<file path="src/rtl/uart_pkg.sv">
// Shared UART receive definitions: frame field positions, error counter width
// and frame decode helpers.
`timescale 1ns/1ps
package uart_pkg;

   localparam int FRAME_W   = 10;
   localparam int START_BIT = 0;
   localparam int DATA_LSB  = 1;
   localparam int DATA_MSB  = 8;
   localparam int STOP_BIT  = 9;
   localparam int FERR_W    = 8;

   localparam logic [FERR_W-1:0] FERR_MAX = '1;

   typedef logic [FRAME_W-1:0] frame_t;
   typedef logic [DATA_MSB-DATA_LSB:0] byte_t;

   function automatic logic frame_ok(input frame_t f);
      return !f[START_BIT] && f[STOP_BIT];
   endfunction

   function automatic byte_t frame_data(input frame_t f);
      return f[DATA_MSB:DATA_LSB];
   endfunction

endpackage

</file>
<file path="src/rtl/uart_byte_fifo.sv">
// First-word-fall-through byte FIFO with a registered head (RD_DATA/RD_VALID).
// Full and empty are derived from the occupancy count, not pointer equality.
`timescale 1ns/1ps
module uart_byte_fifo
   import uart_pkg::*;
#(
   parameter  int DEPTH = 16,
   localparam int AW    = $clog2(DEPTH)
) (
   input  logic        CLK,
   input  logic        RST,
   input  logic        WR_EN,
   input  byte_t       WR_DATA,
   input  logic        RD_EN,
   output byte_t       RD_DATA,
   output logic        RD_VALID,
   output logic [AW:0] COUNT
);

   localparam logic [AW:0] FULL_CNT = (AW+1)'(DEPTH);

   byte_t         mem_q [DEPTH];
   logic [AW-1:0] wr_ptr_q, wr_ptr_d;
   logic [AW-1:0] rd_ptr_q, rd_ptr_d;
   logic [AW:0]   count_q, count_d;
   byte_t         rd_data_q, rd_data_d;
   logic          rd_valid_q, rd_valid_d;
   logic          do_wr, do_rd;

   // NOTE: every always_comb output gets a default first so no path can infer a latch.
   always_comb begin
      do_rd      = RD_EN && rd_valid_q;
      do_wr      = WR_EN && ((count_q != FULL_CNT) || do_rd);
      wr_ptr_d   = wr_ptr_q;
      rd_ptr_d   = rd_ptr_q;
      count_d    = count_q;
      rd_data_d  = rd_data_q;

      if (do_wr) wr_ptr_d = wr_ptr_q + AW'(1);
      if (do_rd) rd_ptr_d = rd_ptr_q + AW'(1);
      if (do_wr && !do_rd) count_d = count_q + (AW+1)'(1);
      if (!do_wr && do_rd) count_d = count_q - (AW+1)'(1);

      rd_valid_d = (count_d != '0);
      // The new head may be the slot being written on this very edge.
      if (rd_valid_d) begin
         if (do_wr && (wr_ptr_q == rd_ptr_d)) rd_data_d = WR_DATA;
         else                                 rd_data_d = mem_q[rd_ptr_d];
      end
   end

   // NOTE: non-blocking assignments in clocked blocks so every flop samples pre-edge values.
   always_ff @(posedge CLK or posedge RST) begin
      if (RST) begin
         wr_ptr_q   <= '0;
         rd_ptr_q   <= '0;
         count_q    <= '0;
         rd_data_q  <= '0;
         rd_valid_q <= 1'b0;
      end else begin
         wr_ptr_q   <= wr_ptr_d;
         rd_ptr_q   <= rd_ptr_d;
         count_q    <= count_d;
         rd_data_q  <= rd_data_d;
         rd_valid_q <= rd_valid_d;
      end
   end

   // NOTE: storage has no reset; validity is carried entirely by count_q, so RAM can be inferred.
   always_ff @(posedge CLK) begin
      if (do_wr) mem_q[wr_ptr_q] <= WR_DATA;
   end

   assign RD_DATA  = rd_data_q;
   assign RD_VALID = rd_valid_q;
   assign COUNT    = count_q;

endmodule

</file>
<file path="src/rtl/uart_rx_buffer.sv">
// UART receive buffer: frame check, push/drop decision, sticky error flags and
// a saturating framing-error counter around a byte FIFO.
`timescale 1ns/1ps
module uart_rx_buffer
   import uart_pkg::*;
#(
   parameter  int DEPTH = 16,
   localparam int AW    = $clog2(DEPTH)
) (
   input  logic              CLK,
   input  logic              RST,
   input  logic              RX_DATA_EN,
   input  frame_t            RX_DATA_T,
   output byte_t             DOUT,
   output logic              DOUT_VALID,
   input  logic              DOUT_READY,
   output logic [AW:0]       COUNT,
   output logic              FRAME_ERR,
   output logic              OVERFLOW,
   output logic [FERR_W-1:0] FERR_CNT,
   input  logic              ERR_CLR
);

   localparam logic [AW:0] FULL_CNT = (AW+1)'(DEPTH);

   logic              frame_err_q, frame_err_d;
   logic              overflow_q, overflow_d;
   logic [FERR_W-1:0] ferr_cnt_q, ferr_cnt_d;
   logic [FERR_W-1:0] ferr_base;
   logic              frame_good, frame_bad;
   logic              pop_ok, push_ok, drop;

   always_comb begin
      frame_good = RX_DATA_EN && frame_ok(RX_DATA_T);
      frame_bad  = RX_DATA_EN && !frame_ok(RX_DATA_T);
      pop_ok     = DOUT_VALID && DOUT_READY;
      push_ok    = frame_good && ((COUNT != FULL_CNT) || pop_ok);
      drop       = frame_good && !push_ok;

      // A clear and a new error on the same edge: the error is kept.
      ferr_base  = ERR_CLR ? '0 : ferr_cnt_q;
      ferr_cnt_d = ferr_base;
      if (frame_bad && (ferr_base != FERR_MAX)) ferr_cnt_d = ferr_base + FERR_W'(1);
      frame_err_d = frame_bad || (frame_err_q && !ERR_CLR);
      overflow_d  = drop      || (overflow_q  && !ERR_CLR);
   end

   always_ff @(posedge CLK or posedge RST) begin
      if (RST) begin
         frame_err_q <= 1'b0;
         overflow_q  <= 1'b0;
         ferr_cnt_q  <= '0;
      end else begin
         frame_err_q <= frame_err_d;
         overflow_q  <= overflow_d;
         ferr_cnt_q  <= ferr_cnt_d;
      end
   end

   uart_byte_fifo #(.DEPTH(DEPTH)) u_fifo (
      .CLK      (CLK),
      .RST      (RST),
      .WR_EN    (push_ok),
      .WR_DATA  (frame_data(RX_DATA_T)),
      .RD_EN    (DOUT_READY),
      .RD_DATA  (DOUT),
      .RD_VALID (DOUT_VALID),
      .COUNT    (COUNT)
   );

   assign FRAME_ERR = frame_err_q;
   assign OVERFLOW  = overflow_q;
   assign FERR_CNT  = ferr_cnt_q;

endmodule

</file>
<file path="config.mk">
export PLATFORM = sky130hd
export DESIGN_NAME = uart_rx_buffer
export DESIGN_NICKNAME = d
export VERILOG_FILES = /design/src/rtl/uart_pkg.sv /design/src/rtl/uart_byte_fifo.sv /design/src/rtl/uart_rx_buffer.sv
export SDC_FILE = /design/constraint.sdc
export NUM_CORES = 1
export LEC_CHECK = 0
export ABC_AREA = 1
export CORE_MARGIN = 2
export CORE_UTILIZATION = 45
export DETAILED_ROUTE_END_ITERATION = 8
export SETUP_SLACK_MARGIN = 0.1
export SYNTH_ARGS = -nofsm -noshare
export SYNTH_HDL_FRONTEND = slang
export SYNTH_SLANG_ARGS = --single-unit
</file>
<file path="constraint.sdc">
create_clock -name CLK -period 2.3 [get_ports CLK]
set_input_delay 0.46 -clock CLK [delete_from_list [all_inputs] [get_ports CLK]]
set_output_delay 0.46 -clock CLK [all_outputs]
set_load 0.005 [all_outputs]
</file>
== Yosys cells after proc, flatten, opt, wreduce, memory -nomap -nowiden ==
Memories as Yosys holds them, arrays and structs flattened. A register that Yosys moved wholly into a read port is not among the register bits.
Index checks and enable logic that the tools add are counted.
Widths: inputs -> output; s select.
Cells by class
  add/sub/neg operators: 5
  reductions and logical operators: 22
  equality and inequality tests: 2
  muxes and demuxes: 7
Operators by type and width (number)
  $mux 8: 2
  $logic_and 1x1->1: 12
  $mux 5: 2
  $add 4x1->4 const B: 2
  $add 8x1->8 const B: 1
  $ne 8x8->1 const B: 1
  $logic_not 1->1: 6
  $add 5x1->5 const B: 1
  $ne 5x5->1 const B: 1
  $reduce_bool 5->1: 1
  $sub 5x1->5 const B: 1
  $mux 4: 1
  $logic_or 1x1->1: 3
  $mux 1: 2
Storage, ports and cells
  bits in registers: 24
  RAM bits: 128
  output and inout port bits: 24
  memories: 1
Memory list
  u_fifo.mem_q: depth 16, width 8, rd ports 1, clocked after memory_dff 1, write ports 1, RTL line uart_byte_fifo.sv:22  | byte_t mem_q [DEPTH];

== Depth between registers and ports, before layout ==
Gate-level depths: netlist of the first run.
  depth in word-level cells: 9
  depth in mapped cells: 13
  mapped depth without buffers: 13

== Modules after synthesis ==
From an unflattened synthesis of the first run, not the netlist that was laid out.
Second synthesis, totals
  cells, all modules: 778
  area, all modules: 7826.3 µm²
By module, submodules not included
  uart_byte_fifo: sequential area each 4394.2 µm², times used 1, cells each 691, area an instance 7199.4 µm²
  uart_rx_buffer: sequential area each 250.2 µm², times used 1, cells each 87, area an instance 626.9 µm²

== Worst setup path after synthesis of the first run ==
Ideal clock, no wire load.
  path type: input to register
  start: input ERR_CLR
  end: register ferr_cnt_q[7], in the netlist FERR_CNT[7]
  arrival time: 1839 ps
  cell stages on the path: 9
  required time: 2175 ps
  path slack: 336 ps
  path through: inv_1 nand2_1 inv_1 ha_1 nand3_1 nor3_1 nand3_1 nand2_1 mux2_2
Between the ends
  longest elaborated chain between the ends: 4
  elaborated cells on any way between the ends: 5
  those cells by class: add/sub: 1; eq/ne: 1; mux: 2; reduce/logical: 1
RTL lines
  start, declared: RTL line uart_rx_buffer.sv:21  | input logic ERR_CLR
  $mux 8 *: RTL line uart_rx_buffer.sv:41  | ferr_base = ERR_CLR ? '0 : ferr_cnt_q;
  branches (longest 2 deep; another with $add 8x1->8)
  $mux 8 *: RTL line uart_rx_buffer.sv:43  | if (frame_bad && (ferr_base != FERR_MAX)) ferr_cnt_d = ferr_base + FERR_W'(1);
  named net ferr_cnt_d[7]: RTL line uart_rx_buffer.sv:28  | logic [FERR_W-1:0] ferr_cnt_q, ferr_cnt_d;
  end signal, assigned: RTL line uart_rx_buffer.sv:56  | ferr_cnt_q <= ferr_cnt_d;
  end, declared: RTL line uart_rx_buffer.sv:28
Mark *: on every way through the listed nets, which the timed path passes.
A chain may end at the register's enable or synchronous reset.

== Final worst setup path of the first run ==
  start: input DOUT_READY
  end: register u_fifo.rd_data_q[5], in the netlist u_fifo.RD_DATA[5], read port of u_fifo.mem_q
Between the ends
  longest elaborated chain between the ends: 8
  elaborated cells on any way between the ends: 12
  those cells by class: mux: 3; reduce/logical: 9
RTL lines
  start, declared: RTL line uart_rx_buffer.sv:16  | input logic DOUT_READY,
  $logic_and 1x1->1 *: RTL line uart_byte_fifo.sv:32, uart_rx_buffer.sv:36
  $logic_or 1x1->1: RTL line uart_byte_fifo.sv:33, uart_rx_buffer.sv:37
  $logic_and 1x1->1: RTL line uart_rx_buffer.sv:37  | push_ok = frame_good && ((COUNT != FULL_CNT) || pop_ok);
  $logic_and 1x1->1: RTL line uart_byte_fifo.sv:33  | do_wr = WR_EN && ((count_q != FULL_CNT) || do_rd);
  $logic_and 1x1->1 / $logic_not 1->1 (equally long branches): RTL line uart_byte_fifo.sv:41, uart_byte_fifo.sv:42
  $mux 5 / $logic_and 1x1->1 (equally long branches): RTL line uart_byte_fifo.sv:41, uart_byte_fifo.sv:42
  $mux 5: RTL line uart_byte_fifo.sv:42  | if (!do_wr && do_rd) count_d = count_q - (AW+1)'(1);
  $reduce_bool 5->1: RTL line uart_byte_fifo.sv:44  | rd_valid_d = (count_d != '0);
  end, declared: RTL line uart_byte_fifo.sv:26  | byte_t rd_data_q, rd_data_d;
Every way passes the cells marked *; elsewhere a longest branch is shown, timed or not.

==> out/metrics.cfg, run 1 <==
[timing]
worst_slew_pin_slew_ps = 421.4
skew_ps = 9.832
period_share_pct = 88.39
finalSetupViolCount = 0
relSlewSlack_pct = 71.91
rsz0062_at_grt = no
hold_viol_final = 0
whs_ps = 427.0
setup_ws_ps = 267.0
max_freq_mhz = 491.9
fin_crit_ps = 2033
slew_viol_final = 0

[yosys]
ys_types = 29
synth_edf_count = 128
synth_seq_cells = 160
netlist_area_sq_um = 7602
synthArstFlopShare_pct = 20.00
yosys_warnings = 0
synth_top_area_share_pct = 50.56
ys_top_cells_by_area = edfxtp_1 51%, nand3_1 11%, dfrtp_1 11%
synth_ff_type = edfxtp_1
synth_seq_area_share_pct = 61.09
yosys-top-cells-count = 174 x nand3_1, 134 x nand2_1, 128 x edfxtp_1
postSynthAreaPerCell_sq_um = 10.16
synth_area_leader_cell = edfxtp_1
synthMostInstantiatedCell = nand3_1
syn_inst = 748
syn-num-nets = 772

[route]
dr.pass1.iters = 4
dr_total_vias = 5531
wire_per_inst_microns = 16.64
via_per_inst = 5.131
drc = 0
ant_nets = 0
first_iter_violations = 376
drt-total-wl_mm = 17.94

[worst_setup_path]
crit_fanout = 9
crit_family = buffers and inverters
required_ps = 2660
path_buf_inv = 4
crit_arrival_ps = 2400
endpoint_kind = flop
slowest_delay_ps = 560
path_cells = clkdlybuf4s50_1 > buf_4 > nand4_1 > nand2_2 > clkinv_1 > buf_4 > nand3_1 > nand3_1 > nand3_1 > nand3_1 > nand2_1
crit_top_cell = nand3_1
crit_type = in -> reg
crit_slowest_cell = clkdlybuf4s50_1
start_kind = input port

[placement]
placed_cell_area_sq_um = 8706
io_buffer_count = 38
gp_congestion = 0.9741
pre_cts_slack_ps = -138.3
placed_cells = 1046
hpwl_mm = 12.44

[grt]
grt_pass1_vias = 5423
grt_start_max_net_pins = 49
grt_first_pass_wirelength_mm = 28.41
grt_use_total_pct = 20.94
antenna_found_initial = 0
grt_overflow = 0

[hold_path]
hp-class = in -> async

[power_and_ir_drop]
power_density_nw_per_um2 = 1181
power_leakage_nw = 3.909
vdd_drop_max_mv = 0.8660
power.total_w = 0.01094

[final_layout]
fin_area_sq_um = 9258
nNetsFinal = 869
areaGrowthSynthToFinish_pct = 21.77
stdcell_count = 1078
diodes = 0
drive_gt1_share_pct = 13.87

[outcome]
status = completed

[floorplan]
placement_rows = 47
die_h_microns = 134.0
die_w_microns = 134.0
die_area_sq_um = 17950
initial_core_util_pct = 46.01
ioPinCount = 39
core_sq_um = 16520

[cts]
postCtsSetupRepairBufs = 0
insertion_delay_ps = 430
cts_tree = done
path_clk_slew_ps = 60
cts_hold_buf = 0
htreeDepth = 4
cts_made_buffers = 17
cts_sinks = 160
clockBufferDepth = 2
cts-root-buf = clkbuf_16

[flow_run]
cap_viol_max_count = 0

## what timing repair did
action,4_1_cts,5_1_grt
endpoints found under the setup margin,0,8
hold endpoints to repair,0,0
resized for setup,0,1
## report_power, final
group	switching [W]	internal, W
clock	0.00106	0.00156
sequential	0.000228	0.00340
combinational	0.00286	0.00183
total	0.00414	0.00680
## metrics by stage
stage | utilization, % | setup TNS, ps
after floorplan | - | 0
after global placement | 52.68 | -1289
after detailed placement | 52.68 | -3824
after CTS | 56.02 | 0
after global routing | 56.02 | 0
final | 56.02 | 0
## worst register-to-register path, stage by stage, from the launching register on
cell,delay (ps)
dfrtp_1,410
ha_1,330
o21ai_2,240
buf_4,270
nand3_1,120
nand3_1,100
nand3_1,160
nand3_1,150
nand3_1,100
nand2_1,70
## placed cells by master, fill, tap and decap left out, drive strengths merged, types with 7 or more instances in the layout
cell	instances
inv	118
buf	69
dfrtp	32
clkdlybuf4s50	38
o21ai	10
xor2	7
nand2	140
clkbuf	28
nand3	177
nand3b	56
ha	9
edfxtp	128
nor2	29
## path summary, 6_finish.rpt
kind	startpoint	end	slack, ps	cells past startpoint
hold reg to reg	FRAME_ERR$_DFF_PP0_	FRAME_ERR$_DFF_PP0_	480	2
hold / removal	RST	FERR_CNT[0]$_DFF_PP0_	430	3
max in group asynchronous	RST	u_fifo.COUNT[0]$_DFF_PP0_	1550	3
min in group CLK	FRAME_ERR$_DFF_PP0_	FRAME_ERR$_DFF_PP0_	480	2
setup reg to reg	u_fifo.rd_ptr_q[0]$_DFF_PP0_	u_fifo.RD_DATA[2]$_DFFE_PP0P_	290	9
setup / recovery	DOUT_READY	u_fifo.RD_DATA[5]$_DFFE_PP0P_	270	11
## kinds of logic (layout without fill, tap and decap cells)
kind of cell	count (synthesis)	in the layout	share of synthesized area (%)
compound gates	11	11	0.7735
simple gates	409	409	26.97
xor+xnor	12	12	1.382
buf+inv	146	256	8.146
flops	160	160	61.09
mux	1	1	0.1481
fa+ha+maj	9	9	1.481
## registers in the layout (all words and copies together) (netlist names)
| register | flops |
|---|---|
| u_fifo.rd_ptr_q | 4 |
| u_fifo.wr_ptr_q | 4 |
| u_fifo.COUNT | 5 |
| FRAME_ERR | 1 |
| u_fifo.RD_VALID | 1 |
| OVERFLOW | 1 |
| u_fifo.mem_q | 128 |
| u_fifo.RD_DATA | 8 |
| FERR_CNT | 8 |
## cell type report
| type | count | area [sq um] |
|---|---|---|
| Clock buffer | 28 | 528.0 |
| Multi-Input combinational cell | 442 | 2349 |
| Clock inverter | 4 | 22.52 |
| Sequential cell | 160 | 4646 |
| Inverter | 117 | 439.2 |
| Timing Repair Buffer | 107 | 998.5 |
| Tap cell | 220 | 275.3 |
| Fill cell | 1440 | 7267 |
## routing by layer
| layer | GRT usage, % | vias to the layer above | share of wire (%) |
|---|---|---|---|
| met5 | 0 | - | 0 |
| met4 | 8.156 | 0 | 2.4 |
| met3 | 4.422 | 28 | 5.2 |
| met2 | 32.51 | 139 | 47 |
| met1 | 29.00 | 2650 | 46 |
| li1 | - | 2714 | - |
(Power assumes the default switching activity.)
==> run 2, diff against run 1 <==
--- a/config.mk
+++ b/config.mk
@@ -9,7 +9,9 @@
 export CORE_MARGIN = 2
 export CORE_UTILIZATION = 45
 export DETAILED_ROUTE_END_ITERATION = 8
+export PLACE_DENSITY = 0.66
 export SETUP_SLACK_MARGIN = 0.1
+export SKIP_LAST_GASP = 1
 export SYNTH_ARGS = -nofsm -noshare
 export SYNTH_HDL_FRONTEND = slang
 export SYNTH_SLANG_ARGS = --single-unit
==> out/metrics.cfg, run 2 (same netlist as run 1, synthesis figures left out) <==
[outcome]
status = completed

[grt]
grt_use_total_pct = 22.16  ; +1.2 points
grt_first_pass_wirelength_mm = 29.94  ; +5.4%
grt_start_max_net_pins = 38  ; -22%
grt_overflow = 0  ; unchanged
grt_pass1_vias = 5626  ; +3.7%
antenna_found_initial = 0  ; unchanged

[final_layout]
diodes = 0  ; unchanged
seq_area_sq_um = 4647  ; about the same
largest_register = u_fifo.mem_q
fin_area_sq_um = 9378  ; +1.3%
post-route-util_pct = 56.75  ; +0.73 points
largest_reg_flops = 128  ; unchanged
drive_gt1_share_pct = 14.67  ; +0.80 points
areaGrowthSynthToFinish_pct = 23.35
nNetsFinal = 870  ; +0.12%
final_common_cell = nand3_1
mostFrequentLayoutCells = 173 x nand3_1, 131 x nand2_1, 128 x edfxtp_1
fill_cells = 1403  ; -2.6%
multi_input_area_sq_um = 2351  ; +0.11%

[power_and_ir_drop]
power.clock.fraction_pct = 25.8  ; +1.9 points
power.total_w = 0.01147  ; +4.8%
pwr-share-seq_pct = 31.7  ; -1.5 points
power_leakage_nw = 3.965  ; +1.4%
p_switching_w = 0.004328  ; +4.5%
combPwrFrac_pct = 42.5  ; -0.4 points
power.internal_w = 0.007139  ; +5.0%
power_density_nw_per_um2 = 1223  ; +3.5%
p_sw_share_pct = 37.74  ; -0.12 points
vdd_drop_max_mv = 0.6099  ; -30%

[timing]
rsz0062_at_grt = no
setup_ws_ps = 306.4  ; +39.45 ps
slew_viol_final = 0  ; unchanged
fin_setup_tns_ps = 0  ; unchanged
worst_slew_pin_slew_ps = 747.6  ; +326.2 ps
fin_crit_ps = 1994  ; -39.45 ps
max_freq_mhz = 501.6  ; +2.0%
relSlewSlack_pct = 50.01  ; -22 points
period_share_pct = 86.68  ; -1.7 points
skew_ps = 13.42  ; +3.590 ps
hold_viol_final = 0  ; unchanged
finalSetupViolCount = 0  ; unchanged

[worst_setup_path]
slowest_delay_ps = 410  ; -150 ps
crit_end = u_fifo.mem_q[12][7]$_DFFE_PP_
r2r-end = u_fifo.mem_q[12][7]$_DFFE_PP_
reg2reg_slack_ps = 310  ; +20 ps
path_cells = inv_1 > ha_1 > nand2_1 > inv_1 > nand3_1 > nand2_1 > inv_2 > nand2_1 > nor2_1 > buf_4
crit_type = reg -> reg
cp.depth = 10  ; -1
start_kind = flop
crit_fanout = 8  ; -1
crit_arrival_ps = 2130  ; -270 ps
reg2regPathDepth = 10  ; +1
path_buf_inv = 4  ; unchanged
crit_slowest_cell = dfrtp_2
crit_top_cell = nand2_1
r2r_start = u_fifo.COUNT[0]$_DFF_PP0_
crit_family = simple AND/OR/NAND/NOR gates
required_ps = 2440  ; -220 ps
worstSetupStartpoint = u_fifo.COUNT[0]$_DFF_PP0_
endpoint_kind = flop

[flow_run]
cap_viol_max_count = 0  ; unchanged

[cts]
htreeDepth = 4  ; unchanged
cts_hold_buf = 0  ; unchanged
cts_tree = done
cts_sinks = 160  ; unchanged
cts-root-buf = clkbuf_16
path_clk_slew_ps = 70  ; about the same
insertion_delay_ps = 440  ; about the same
cts_made_buffers = 17  ; unchanged
clockBufferDepth = 2  ; unchanged

[route]
first_iter_violations = 513  ; +36%
dr.pass1.iters = 7  ; +3
dr_total_vias = 5642  ; +2.0%
ant_nets = 0  ; unchanged
drc = 0  ; unchanged
via_per_inst = 5.229  ; +1.9%
drt-total-wl_mm = 18.99  ; +5.9%
wire_per_inst_microns = 17.60  ; +5.8%

[placement]
gp_congestion = 0.8875  ; -8.9%
placed_cell_area_sq_um = 8751  ; +0.52%
hpwl_mm = 13.17  ; +5.8%
pre_cts_slack_ps = -180.2  ; -41.84 ps
io_buffer_count = 38  ; unchanged

[floorplan]
ioPinCount = 39  ; unchanged
core_sq_um = 16520  ; unchanged
placement_rows = 47  ; unchanged
die_w_microns = 134.0  ; unchanged
initial_core_util_pct = 46.01  ; unchanged
die_area_sq_um = 17950  ; unchanged
die_h_microns = 134.0  ; unchanged

[hold_path]
hp-class = in -> async

run 2: changes by cell type in the layout (fill, tap and decap cells not counted), moves of 2 or more:
cell       previous run  this run
clkbuf_1              6         1
bufinv_16             0         4
clkbuf_8              4         0
clkinv_4              0         4
buf_12                8        11
buf_4                61        59
inv_4                 2         0
run 2: cell type report:
type | instances | area share, %
Tap cell | 220 | 2.935
Sequential cell | 160 | 49.55
Multi-Input combinational cell | 442 | 25.07
Inverter | 117 | 4.683
Timing Repair Buffer | 108 | 11.15
Clock inverter | 14 | 2.028
Clock buffer | 18 | 4.576
run 2: what timing repair did:
| action | in CTS | in global routing |
|---|---|---|
| endpoints found under the hold margin | 0 | 0 |
| buffers inserted | 0 | 0 |
| endpoints found under the setup margin | 0 | 56 |
| gates resized for setup | 0 | 4 |
run 2: worst register-to-register path, delay by kind of cell (launching register included):
kind | cells | cell delay (ps)
buffers and inverters | 4 | 480
flip-flops | 1 | 410
adder cells (fa/ha/maj) | 1 | 230
AND/OR/NAND/NOR | 5 | 580
run 2: worst min-delay path by stage:
| stage | startpoint | end | slack, ps | cells past startpoint |
|---|---|---|---|---|
| after global routing | RST | FERR_CNT[2]$_DFF_PP0_ | 480 | 3 |
| after global placement | FRAME_ERR$_DFF_PP0_ | FRAME_ERR$_DFF_PP0_ | 460 | 2 |
| after floorplan | FRAME_ERR$_DFF_PP0_ | FRAME_ERR$_DFF_PP0_ | 470 | 2 |
| after CTS | RST | u_fifo.COUNT[3]$_DFF_PP0_ | 450 | 3 |
| final | RST | u_fifo.COUNT[3]$_DFF_PP0_ | 440 | 3 |
| after detailed placement | OVERFLOW$_DFF_PP0_ | OVERFLOW$_DFF_PP0_ | 490 | 2 |
run 2: routing by layer:
metal	global-route usage, %	vias up	wire [microns]
met4	8.688	0	442
met2	38.01	170	9307
met3	3.930	29	926
met1	28.03	2728	8311
li1	-	2715	-
met5	0	-	0
run 2: stage by stage:
step / hold slack (ps) / cells
floorplan: 472.6 / 748
global placement: 463.8 / 1047
detailed placement: 491.9 / 1047
CTS: 445.7 / 1079
global route: 475.4 / 1079
finish: 437.7 / 1079
run 2: power groups by stage:
stage / Combinational [W] / Clock, W / Sequential (W)
finish: 0.00487 / 0.00296 / 0.00364
global route: 0.00530 / 0.00310 / 0.00368
CTS: 0.00486 / 0.00299 / 0.00363
detailed placement: 0.00481 / 0 / 0.00369
global placement: 0.00472 / 0 / 0.00368
floorplan: 0.00291 / 0 / 0.00364
